## config.mk

```make
export PLATFORM = sky130hd
export DESIGN_NAME = neureka_job_dispatch
export DESIGN_NICKNAME = d
export VERILOG_FILES = /design/src/rtl/neureka_job_dispatch_pkg.sv /design/src/rtl/neureka_job_dispatch_fifo.sv /design/src/rtl/neureka_job_dispatch.sv
export SDC_FILE = /design/constraint.sdc
export NUM_CORES = 1
export LEC_CHECK = 0
export BUFFER_PORTS_ARGS = -buffer_cell sky130_fd_sc_hd__buf_2
export CAP_MARGIN = 10
export CORE_UTILIZATION = 50
export CTS_CLUSTER_SIZE = 24
export DETAILED_ROUTE_END_ITERATION = 6
export PLACE_DENSITY = 0.69
export SYNTH_ARGS = -nofsm -noshare
export SYNTH_HDL_FRONTEND = slang
export SYNTH_SLANG_ARGS = --single-unit
```

## constraint.sdc

```tcl
create_clock -name clk_i -period 5.52 [get_ports clk_i]
set_clock_uncertainty 0.15 [all_clocks]
set_input_delay 0.828 -clock clk_i [delete_from_list [all_inputs] [get_ports clk_i]]
set_output_delay 0.828 -clock clk_i [all_outputs]
set_load 0.01 [all_outputs]
```

## src/rtl/neureka_job_dispatch_pkg.sv

```systemverilog
// rtl/neureka_job_dispatch_pkg.sv - shared constants and job/slot types for the NEUREKA job dispatcher
package neureka_job_dispatch_pkg;

    localparam int NEUREKA_N_ENGINES = 2;
    localparam int NEUREKA_N_CONTEXT = 2;
    localparam int NEUREKA_N_CORES   = 8;
    localparam int NEUREKA_ID_W      = 8;
    localparam int NEUREKA_JOB_W     = 32;
    localparam int NEUREKA_CORE_W    = $clog2(NEUREKA_N_CORES);

    // One queued or running job: who asked for it and where its register file lives.
    typedef struct packed {
        logic [NEUREKA_ID_W-1:0]   id;
        logic [NEUREKA_CORE_W-1:0] core;
        logic [NEUREKA_JOB_W-1:0]  desc;
    } neureka_job_t;

    // Per-engine ownership record; busy is the only engine state we track.
    typedef struct packed {
        logic         busy;
        neureka_job_t job;
    } neureka_slot_t;

endpackage

```

## src/rtl/neureka_job_dispatch_fifo.sv

```systemverilog
// rtl/neureka_job_dispatch_fifo.sv - synchronous job queue with count, full and empty
module neureka_job_dispatch_fifo
    import neureka_job_dispatch_pkg::*;
#(
    parameter int DEPTH = NEUREKA_N_CONTEXT,
    parameter int CNT_W = $clog2(DEPTH + 1)
) (
    input  logic               clk_i,
    input  logic               rst_i,
    input  logic               clear_i,
    input  logic               push_i,
    input  logic               pop_i,
    input  neureka_job_t       data_i,
    output neureka_job_t       data_o,
    output logic               full_o,
    output logic               empty_o,
    output logic [CNT_W-1:0]   count_o
);

    localparam int PTR_W = (DEPTH > 1) ? $clog2(DEPTH) : 1;

    neureka_job_t     mem [DEPTH];
    logic [PTR_W-1:0] rd_ptr;
    logic [PTR_W-1:0] wr_ptr;
    logic [CNT_W-1:0] count;

    // Pointers wrap at DEPTH, which need not be a power of two.
    function automatic logic [PTR_W-1:0] ptr_inc(input logic [PTR_W-1:0] p);
        if (p == PTR_W'(DEPTH - 1)) begin
            return '0;
        end
        return p + 1'b1;
    endfunction

    // Storage is not reset; only pointers and count decide what is valid.
    always_ff @(posedge clk_i) begin
        if (push_i) begin
            mem[wr_ptr] <= data_i;
        end
    end

    // Pointer and occupancy bookkeeping; caller never pushes when full or pops when empty.
    always_ff @(posedge clk_i) begin
        if (rst_i || clear_i) begin
            rd_ptr <= '0;
            wr_ptr <= '0;
            count  <= '0;
        end else begin
            if (push_i) begin
                wr_ptr <= ptr_inc(wr_ptr);
            end
            if (pop_i) begin
                rd_ptr <= ptr_inc(rd_ptr);
            end
            if (push_i && !pop_i) begin
                count <= count + 1'b1;
            end else if (pop_i && !push_i) begin
                count <= count - 1'b1;
            end
        end
    end

    assign data_o  = mem[rd_ptr];
    assign full_o  = (count == CNT_W'(DEPTH));
    assign empty_o = (count == '0);
    assign count_o = count;

endmodule

```

## src/rtl/neureka_job_dispatch.sv

```systemverilog
// rtl/neureka_job_dispatch.sv - round-robin job dispatcher over N engines with per-core completion events
module neureka_job_dispatch
    import neureka_job_dispatch_pkg::*;
#(
    parameter  int N_ENGINES = NEUREKA_N_ENGINES,
    parameter  int N_CONTEXT = NEUREKA_N_CONTEXT,
    parameter  int N_CORES   = NEUREKA_N_CORES,
    parameter  int ID_W      = NEUREKA_ID_W,
    parameter  int JOB_W     = NEUREKA_JOB_W,
    localparam int CORE_W    = $clog2(N_CORES),
    localparam int CNT_W     = $clog2(N_CONTEXT + 1)
) (
    input  logic                      clk_i,
    input  logic                      rst_i,
    input  logic                      clear_i,
    input  logic                      job_valid_i,
    output logic                      job_ready_o,
    input  logic [ID_W-1:0]           job_id_i,
    input  logic [CORE_W-1:0]         job_core_i,
    input  logic [JOB_W-1:0]          job_desc_i,
    output logic [N_ENGINES-1:0]      eng_start_o,
    output logic [N_ENGINES*JOB_W-1:0] eng_desc_o,
    input  logic [N_ENGINES-1:0]      eng_done_i,
    output logic [N_ENGINES-1:0]      done_valid_o,
    output logic [N_ENGINES*ID_W-1:0] done_id_o,
    output logic [N_CORES-1:0]        evt_o,
    output logic [N_ENGINES-1:0]      eng_busy_o,
    output logic [CNT_W-1:0]          queue_cnt_o,
    output logic                      busy_o,
    output logic                      err_o
);

    localparam int PTR_W = (N_ENGINES > 1) ? $clog2(N_ENGINES) : 1;

    neureka_slot_t             slot [N_ENGINES];
    logic [PTR_W-1:0]          rr_ptr;
    logic [PTR_W-1:0]          cand;
    logic [PTR_W-1:0]          sel_idx;
    logic                      sel_found;
    neureka_job_t              in_job;
    neureka_job_t              head_job;
    neureka_job_t              disp_job;
    logic                      fifo_full;
    logic                      fifo_empty;
    logic                      accept;
    logic                      disp_valid;
    logic                      push;
    logic                      pop;
    logic [N_ENGINES-1:0]      start_q;
    logic [N_ENGINES-1:0]      done_valid_q;
    logic [N_ENGINES*ID_W-1:0] done_id_q;
    logic [N_CORES-1:0]        evt_q;
    logic [N_CORES-1:0]        evt_next;
    logic                      err_q;

    assign job_ready_o = !fifo_full && !rst_i && !clear_i;
    assign accept      = job_valid_i && job_ready_o;

    assign in_job.id   = job_id_i;
    assign in_job.core = job_core_i;
    assign in_job.desc = job_desc_i;

    // An empty queue lets the incoming job go straight to an engine so it starts the next cycle.
    assign disp_job   = fifo_empty ? in_job : head_job;
    assign disp_valid = (!fifo_empty || accept) && sel_found;
    assign pop        = disp_valid && !fifo_empty;
    assign push       = accept && !(disp_valid && fifo_empty);

    neureka_job_dispatch_fifo #(
        .DEPTH (N_CONTEXT),
        .CNT_W (CNT_W)
    ) u_fifo (
        .clk_i   (clk_i),
        .rst_i   (rst_i),
        .clear_i (clear_i),
        .push_i  (push),
        .pop_i   (pop),
        .data_i  (in_job),
        .data_o  (head_job),
        .full_o  (fifo_full),
        .empty_o (fifo_empty),
        .count_o (queue_cnt_o)
    );

    // First idle engine at or after the round-robin pointer; an engine finishing this cycle is still busy.
    always_comb begin
        sel_found = 1'b0;
        sel_idx   = '0;
        cand      = '0;
        for (int i = 0; i < N_ENGINES; i++) begin
            cand = PTR_W'((int'(rr_ptr) + i) % N_ENGINES);
            if (!sel_found && !slot[cand].busy) begin
                sel_found = 1'b1;
                sel_idx   = cand;
            end
        end
    end

    // Completion events: OR of the owning cores of every busy engine reporting done.
    always_comb begin
        evt_next = '0;
        for (int k = 0; k < N_ENGINES; k++) begin
            if (eng_done_i[k] && slot[k].busy) begin
                evt_next[slot[k].job.core] = 1'b1;
            end
        end
    end

    // Engine ownership, pulses and sticky error; clear drops in-flight jobs without reporting them.
    always_ff @(posedge clk_i) begin
        if (rst_i || clear_i) begin
            for (int k = 0; k < N_ENGINES; k++) begin
                slot[k] <= '0;
            end
            rr_ptr       <= '0;
            start_q      <= '0;
            done_valid_q <= '0;
            done_id_q    <= '0;
            evt_q        <= '0;
            err_q        <= 1'b0;
        end else begin
            start_q      <= '0;
            done_valid_q <= '0;
            evt_q        <= evt_next;
            for (int k = 0; k < N_ENGINES; k++) begin
                if (eng_done_i[k]) begin
                    if (slot[k].busy) begin
                        slot[k].busy                  <= 1'b0;
                        done_valid_q[k]               <= 1'b1;
                        done_id_q[k*ID_W +: ID_W]     <= slot[k].job.id;
                    end else begin
                        err_q <= 1'b1;
                    end
                end
            end
            if (disp_valid) begin
                slot[sel_idx].busy <= 1'b1;
                slot[sel_idx].job  <= disp_job;
                start_q[sel_idx]   <= 1'b1;
                rr_ptr             <= (sel_idx == PTR_W'(N_ENGINES - 1)) ? '0 : sel_idx + 1'b1;
            end
        end
    end

    // Flatten per-engine slot state onto the output buses.
    always_comb begin
        eng_desc_o = '0;
        eng_busy_o = '0;
        for (int k = 0; k < N_ENGINES; k++) begin
            eng_desc_o[k*JOB_W +: JOB_W] = slot[k].job.desc;
            eng_busy_o[k]                = slot[k].busy;
        end
    end

    assign eng_start_o  = start_q;
    assign done_valid_o = done_valid_q;
    assign done_id_o    = done_id_q;
    assign evt_o        = evt_q;
    assign err_o        = err_q;
    assign busy_o       = (queue_cnt_o != '0) || (|eng_busy_o);

endmodule

```

==> impl_results.md, run 1 <==
- Status: finished, final reports clean
- Synthesized Nets: 810
- Post-route antenna net violation count: 0
- Area contributors post-synth: sky130_fd_sc_hd__edfxtp_1 58%, sky130_fd_sc_hd__dfxtp_1 8.6%, sky130_fd_sc_hd__buf_4 5.7%
- Worst-Skew Late Latency: approximately 0.48 ns
- Placer congestion estimate: 0.795
- Number of DRC markers after the initial detailed-route iteration: approximately 540
- Syn Area/Cell: roughly 12 um2
- Highest clock frequency the design can meet: 283 MHz
- Synth Area in XOR/XNOR: 0.00197
- Standard-cell row count: 48
- Number of instances resized during post-cts repair: 0
- Clk pin slew, worst setup/hold paths: 0.06 ns
- Clk buf depth: 3
- End point of the most critical hold path: done_id_o[3]
- Maximum cell stage delay along the critical path: between 1 and 1.5 ns
- Cell chain of the critical path: or2_2, buf_4, or3_1, buf_2
- Antenna diode instance count: 0
- Final count of negative-setup-slack endpoints: 0
- Yosys cell types: between 40 and 50
- Starting utilization of the core area: 0.513
- Syn. warnings: 0
- Number of antenna violations at the first check in global routing: 0
- I/O pins: 148
- Hold_buf cts: 0
- Area of the die: roughly 0.018 mm2
- Detailed-route vias per instance: ~5.2
- Slowest stage cell on the critical path: sky130_fd_sc_hd__dfxtp_2
- Share of post-route cells with drive strength above 1: 0.234
- Unrepaired setup endpoints after global routing: no
- Kind of critical path: reg2out
- Instance area after placement: between 0.009 and 0.01 mm2
- DRC violation count after routing: 0
- Layout Nets: 875
- Deepest level of the CTS H-tree: 1
- Post-Route WL: 17.9 mm
- Area share of the largest cell type after synthesis: 0.582
- Min cycle time layout: roughly 3.5 ns
- Cells on Worst Hold Path: 2
- Kind of launch point of the worst setup path: flop
- Cells on worst reg2reg path: 4
- Endpoints failing hold: 0
- Simple-gate portion of the synthesized area: 0.141
- Post-Synthesis Cell Area: a little under 0.009 mm2
- Normalized max-slew margin: 0.272
- Register-to-register path setup slack: between 2 and 2.5 ns
- Layout area overhead: 12.0%
- Slew at the pin closest to its max-slew limit: 1.09 ns
- Total vias in the final route: roughly 5,600
- Mux contribution to synthesized area: 0.0508
- Vertical die dimension: roughly 140 um
- Sum Neg Setup Slack: 0 ns
- Reg2reg end: slot[0][11]
- Origin of the worst min-delay path: done_id_o[3]
- Top flip-flop cell by instance count after synthesis: sky130_fd_sc_hd__edfxtp_1
- Leakage component of the power: roughly 3.8 nW
- Largest family of logic cells by synthesized area: simple AND/OR/NAND/NOR gates
- Count of buffers inserted at the top-level ports: roughly 150
- Clock sink total: 210
- Die extent in x: roughly 140 um
- Cell at the root of the clock tree: sky130_fd_sc_hd__clkbuf_16
- HPWL after detailed placement: ~12 mm
- First-pass DRT Iterations: 5
- Required time worst endpoint: ~4.5 ns
- Core area: 0.0173 mm2
- Largest net degree at the start of global routing: 55
- Compound-cell area share of the yosys netlist: 0.0539
- Largest area contributor in the synthesized netlist: sky130_fd_sc_hd__edfxtp_1
- Remaining global-route overflow: 0
- Post-Place Worst Slack: between 1.5 and 2 ns
- Post-Synthesis Cells: 760
- Power Total: 3.26 mW
- Routed wirelength normalized by instance count: between 15 and 20 um
- Post-route worst setup slack: 1.99 ns
- Number of setup buffers added after CTS: 0
- Cts bufs inserted: 21
- Max-capacitance violation count: 0
- Pins Over Slew Limit: 0
- Worst Path Max Fanout: 50
- TritonCTS clock tree: done
- Vias in the first global route: around 5,100
- Power density over the cells: 328 mW/mm2
- Global-route wire length before repair: about 28 mm
- Part of the cycle the worst path needs: 0.640
- Core utilization of the finished layout: 0.574
- Final std cell area, no fill: between 0.009 and 0.01 mm2
- Sort of element at the end of the critical path: primary output
- Sequential area share after synthesis: 0.668
- Async SR Flop Fraction: 0
- Class of the tightest hold or removal check: reg2reg
- Post-synthesis share of cell area spent on full adders, half adders and majority gates: 0.00141
- Worst path arrival time: about 2.6 ns
- Number of flops mapped to enable cells by yosys: 172
- Number of register bits inferred by synthesis: 210
- VDD IR max: approximately 0.00022 V
- Critical R2R Launch: slot[0][43]
- Total global routing track utilization: 0.195
## power breakdown
part | switching, mW | internal (mW) | leakage (nW)
Sequential | 0.0157 | 1.74 | 2.04
Combinational | 0.102 | 0.0517 | 1.45
Clock | 0.559 | 0.787 | 0.319
## sequential cells by signal (all words and copies together), names as in the netlist, 2 cells and up, named ones only
register,count
done_valid_o,2
done_id_o,16
eng_start_o,2
slot,88
u_fifo.mem,86
u_fifo.count_o,2
evt_o,8
## critical path, delay by kind of cell (launching register included)
family        cells  cell delay, ns
flops             1            1.01
buf+inv           2            0.56
simple gates      2            0.47
## Yosys cell counts, types with 2 or more instances
library cell               instances
sky130_fd_sc_hd__nor3_1           44
sky130_fd_sc_hd__buf_4            67
sky130_fd_sc_hd__or2_1             2
sky130_fd_sc_hd__nand2_1         118
sky130_fd_sc_hd__nor2_1          101
sky130_fd_sc_hd__buf_2            25
sky130_fd_sc_hd__edfxtp_1        172
sky130_fd_sc_hd__buf_1             7
sky130_fd_sc_hd__nand3_1          11
sky130_fd_sc_hd__o32ai_1           2
sky130_fd_sc_hd__nand2b_1          2
sky130_fd_sc_hd__inv_1             7
sky130_fd_sc_hd__clkbuf_1         14
sky130_fd_sc_hd__or3_1             5
sky130_fd_sc_hd__mux2i_1          45
sky130_fd_sc_hd__o21ai_0           3
sky130_fd_sc_hd__xor2_1            2
sky130_fd_sc_hd__a21oi_1          66
sky130_fd_sc_hd__dfxtp_1          38
sky130_fd_sc_hd__nand4_1           4
sky130_fd_sc_hd__and2_1            2
## logic make-up (layout without fill, tap and decap cells)
family,count (synthesis),after routing
buffers and inverters,120,199
and+or+nand+nor,297,297
DFF,210,210
xor gates and xnor gates,2,2
adders and majority gates,1,1
AOI/OAI and AO/OA,85,85
muxes,45,45
## worst max-delay path by stage
stage	startpoint	end	cells after the start
5_1_grt	u_fifo.count_o[1]	busy_o	4
3_3_place_gp	rst_i	slot[0][41]	6
6_report	u_fifo.count_o[1]	busy_o	4
4_1_cts	u_fifo.count_o[1]	busy_o	4
2_1_floorplan	rst_i	slot[0][0]	4
3_5_place_dp	rst_i	slot[0][41]	6
## layer usage
metal,wire length [um],global-route usage
met2,8440,0.306
met3,1080,0.0273
met4,433,0.0637
met5,0,0
met1,7960,0.280
## area by class of cell
cell class	count	area [um2]
timing repair buffer	155	796
inverter	7	26.3
tap	225	282
fill	1440	7360
sequential	210	5930
clock buffer	23	533
multi-input combinational	430	2250
clock inverter	14	115
## layout by cell type, fill, tap and decap left out, drive strengths merged, types with 3 or more instances in the layout
cell type / instances
nand3: 11
a21oi: 66
mux2i: 45
clkbuf: 23
nand2: 118
nor3: 44
or3: 5
buf: 155
clkinv: 11
or2: 3
dfxtp: 38
o21ai: 4
nand4: 4
inv: 7
edfxtp: 172
nor2: 101
## per-stage QoR
| stage | hold slack, ns | std cells |
|---|---|---|
| global route | 0.315 | 1064 |
| global placement | 0.293 | 1027 |
| CTS | 0.304 | 1064 |
| detailed placement | 0.295 | 1027 |
| floorplan | 0.306 | 760 |
| finish | 0.301 | 1064 |
Power figures use the tool's default switching activity.
==> inputs of run 2 (changes only) <==
--- a/config.mk
+++ b/config.mk
@@ -5,12 +5,13 @@
 export SDC_FILE = /design/constraint.sdc
 export NUM_CORES = 1
 export LEC_CHECK = 0
+export ABC_AREA = 1
 export BUFFER_PORTS_ARGS = -buffer_cell sky130_fd_sc_hd__buf_2
 export CAP_MARGIN = 10
 export CORE_UTILIZATION = 50
 export CTS_CLUSTER_SIZE = 24
 export DETAILED_ROUTE_END_ITERATION = 6
-export PLACE_DENSITY = 0.69
+export PLACE_DENSITY = 0.72
 export SYNTH_ARGS = -nofsm -noshare
 export SYNTH_HDL_FRONTEND = slang
 export SYNTH_SLANG_ARGS = --single-unit
==> constraint.sdc (replaced) <==
create_clock -name clk_i -period 3.2 [get_ports clk_i]
set_clock_uncertainty 0.15 [all_clocks]
set_input_delay 0.48 -clock clk_i [delete_from_list [all_inputs] [get_ports clk_i]]
set_output_delay 0.48 -clock clk_i [all_outputs]
set_load 0.01 [all_outputs]
==> run 2 against run 1 <==
Against the previous run: power rose by 74%; design area fell by 0.87%; flip-flop and latch count did not move; largest power group unchanged; register-to-register slack got worse by 1.6 ns; critical endpoint is now slot[0][13]; clock power rose by 79%.
==> impl_results.md, run 2 <==
- Kind of launch point of the worst setup path: flop
- Number of DRC markers after the initial detailed-route iteration: 398
- Pins Over Slew Limit: 0
- Most frequent standard cell in the layout excluding fill and tap cells: sky130_fd_sc_hd__edfxtp_1
- Reg2reg end: slot[0][13]
- Simple-gate portion of the synthesized area: 0.176
- Placer congestion estimate: 0.778
- Part of the cycle the worst path needs: 0.788
- Largest net degree at the start of global routing: between 80 and 90
- Fillers: roughly 1,400
- Class of the tightest hold or removal check: in2reg
- Cells after DPL: 1,010
- Syn Area/Cell: between 10 and 15 um2
- Top flip-flop cell by instance count after synthesis: sky130_fd_sc_hd__edfxtp_1
- End point of the most critical hold path: u_fifo.mem[1][39]
- Largest family of logic cells by synthesized area: simple AND/OR/NAND/NOR gates
- Worst path arrival time: between 2 and 3 ns
- Hold_buf cts: 0
- Normalized max-slew margin: 0.326
- Area of the die: about 0.018 mm2
- HPWL after detailed placement: ~11 mm
- I/O pins: ~150
- Largest register by flop count: slot
- Slew at the pin closest to its max-slew limit: 1.01 ns
- Most common cell type on the critical path: sky130_fd_sc_hd__nand2_2
- Number of instances resized during post-cts repair: 0
- Max FFs per register: between 80 and 90
- Area share of the largest cell type after synthesis: 0.593
- Global-route wire length before repair: between 20 and 30 mm
- Critical R2R Launch: slot[0][43]
- Worst Path Max Fanout: 26
- Detailed-route vias per instance: around 5.2
- Top-count cell post-synth: sky130_fd_sc_hd__edfxtp_1
- Highest clock frequency the design can meet: 397 MHz
- Sum Neg Setup Slack: 0 ns
- Total vias in the final route: between 5,000 and 6,000
- Power density over the cells: around 580 mW/mm2
- Vias in the first global route: between 4,000 and 5,000
- Largest area contributor in the synthesized netlist: sky130_fd_sc_hd__edfxtp_1
- Area contributors post-synth: sky130_fd_sc_hd__edfxtp_1 59%, sky130_fd_sc_hd__dfxtp_1 8.7%, sky130_fd_sc_hd__buf_4 5.9%
- Post-Route WL: ~17 mm
- Cell at the root of the clock tree: sky130_fd_sc_hd__clkbuf_16
- Compound-cell area share of the yosys netlist: 0.0476
- Vertical die dimension: ~130 um
- Number of flops mapped to enable cells by yosys: approximately 170
- Status: finished, final reports clean
- Async SR Flop Fraction: 0
- Unrepaired setup endpoints after global routing: no
- Sequential area share after synthesis: 0.681
- Remaining global-route overflow: 0
- Max-capacitance violation count: 0
- Number of antenna violations at the first check in global routing: 1
- Post-synthesis share of cell area spent on full adders, half adders and majority gates: 0.00144
- Post-Synthesis Cell Area: roughly 0.0087 mm2
- Die extent in x: ~130 um
- Post-Synthesis Cells: between 700 and 800
- Kind of critical path: reg2reg
- Required time worst endpoint: between 3 and 4 ns
- Syn. warnings: 0
- Cts bufs inserted: 22
- Clk buf depth: 3
- Layout area overhead: 13.1%
- Mux contribution to synthesized area: 0
- Layout Cells excl Fill: between 1,000 and 1,500
- Cells on worst reg2reg path: 6
- Clock sink total: 210
- Number of setup buffers added after CTS: 0
- Layout Nets: about 860
- Cells on Worst Hold Path: 1
- Yosys cell types: 29
- Synth Area in XOR/XNOR: 0
- DRC violation count after routing: 0
- Sort of element at the end of the critical path: flop
- Origin of the worst min-delay path: job_id_i[4]
- VDD IR max: 0.000434 V
- Maximum cell stage delay along the critical path: between 0.6 and 0.7 ns
- First-pass DRT Iterations: 5
- Most common library cells after synthesis: 172 x sky130_fd_sc_hd__edfxtp_1, 116 x sky130_fd_sc_hd__nand2_1, 69 x sky130_fd_sc_hd__buf_4
- Core area: between 0.015 and 0.02 mm2
- Share of post-route cells with drive strength above 1: 0.283
- TritonCTS clock tree: done
- Most frequent cells in the layout: 172 x sky130_fd_sc_hd__edfxtp_1, 147 x sky130_fd_sc_hd__buf_2, 115 x sky130_fd_sc_hd__nand2_1, 59 x sky130_fd_sc_hd__nor3_1, 57 x sky130_fd_sc_hd__o21ai_0
- Cell chain of the critical path: nand2_1, nand2_2, o21ai_4, nand4_1, nand2_2, buf_4
- Routed wirelength normalized by instance count: approximately 16 um
- Min cycle time layout: 2.52 ns
- Slowest stage cell on the critical path: sky130_fd_sc_hd__o21ai_4
- Final count of negative-setup-slack endpoints: 0
- Total global routing track utilization: 0.184
- Synthesized Nets: between 700 and 800
- Endpoints failing hold: 0
- Leakage component of the power: between 3 and 4 nW
- Clk pin slew, worst setup/hold paths: ~0.06 ns
- Deepest level of the CTS H-tree: 1
- Count of buffers inserted at the top-level ports: around 150
- Number of register bits inferred by synthesis: 210
- Starting utilization of the core area: 0.518
- Post-route antenna net violation count: 0
- Register-to-register path setup slack: a little under 0.7 ns
- Worst-Skew Late Latency: between 0.4 and 0.5 ns
- Standard-cell row count: between 40 and 50
run 2: changes by cell type after synthesis, moves of 5 or more:
cell and change:
sky130_fd_sc_hd__o21ai_0 +55, sky130_fd_sc_hd__nand4_1 +5, sky130_fd_sc_hd__nor3_2 +27, sky130_fd_sc_hd__inv_1 +12
sky130_fd_sc_hd__a21oi_1 -52, sky130_fd_sc_hd__buf_1 -6, sky130_fd_sc_hd__nor3_1 +15, sky130_fd_sc_hd__o21ai_1 +5
sky130_fd_sc_hd__or3_1 -5, sky130_fd_sc_hd__nand3_1 +38, sky130_fd_sc_hd__nor2_1 -56, sky130_fd_sc_hd__buf_2 -9
sky130_fd_sc_hd__buf_6 +7, sky130_fd_sc_hd__mux2i_1 -45
run 2: report_power, final:
group          internal [mW]  total (mW)  leakage, nW  switching [mW]
Sequential              3.01        3.03         2.04          0.0237
Combinational         0.0778       0.241         1.45           0.164
Clock                   1.42        2.41        0.338           0.990
run 2: worst max path at each step:
stage,from,endpoint,cells past startpoint
floorplan,rst_i,slot[1][0],5
global placement,slot[0][43],slot[0][13],6
detailed placement,slot[0][43],slot[0][11],6
CTS,slot[0][43],slot[0][6],6
global route,slot[1][43],slot[0][6],6
finish,slot[0][43],slot[0][13],6
run 2: cell type report:
class                   count  area [um2]  share of cell area
clock inverters            10        73.8             0.00750
clock buffers              30         612              0.0621
flip-flops and latches    210        5930               0.602
multi-input cells         395        2000               0.203
diodes                      1        2.50            0.000254
inverters                  24        90.1             0.00915
well taps                 220         275              0.0280
repair buffers            161         866              0.0879
run 2: worst max-delay path, delay by kind of cell, from the launching register on:
kind	cells	cell delay [ns]
AOI/OAI and AO/OA	1	0.63
buffers and inverters	1	0.30
DFF	1	0.37
and+or+nand+nor	4	0.72
run 2: per-layer routing:
layer,track usage,routed length [um],vias to the layer above
met2,0.293,8040,174
met5,0,0,-
li1,-,-,2684
met4,0.0707,411,0
met1,0.253,7310,2582
met3,0.0314,865,33
run 2: through the flow:
| stage | hold slack [ns] | power, mW | area (um2) | utilization | setup WS, ns |
|---|---|---|---|---|---|
| floorplan | 0.315 | 3.26 | 8710 | - | 0.571 |
| detailed placement | 0.320 | 3.33 | 9160 | 0.545 | 0.654 |
| CTS | 0.0151 | 5.73 | 9840 | 0.585 | 0.665 |
| global route | 0.0249 | 5.85 | 9850 | 0.585 | 0.461 |
| finish | 0.0397 | 5.68 | 9850 | 0.585 | 0.679 |
| global placement | 0.310 | 3.33 | 9160 | 0.545 | 0.746 |
run 2: cell families after synthesis:
group,Yosys count
simple gates,313
fa+ha+maj,1
compound gates,81
buf+inv,131
flops,210
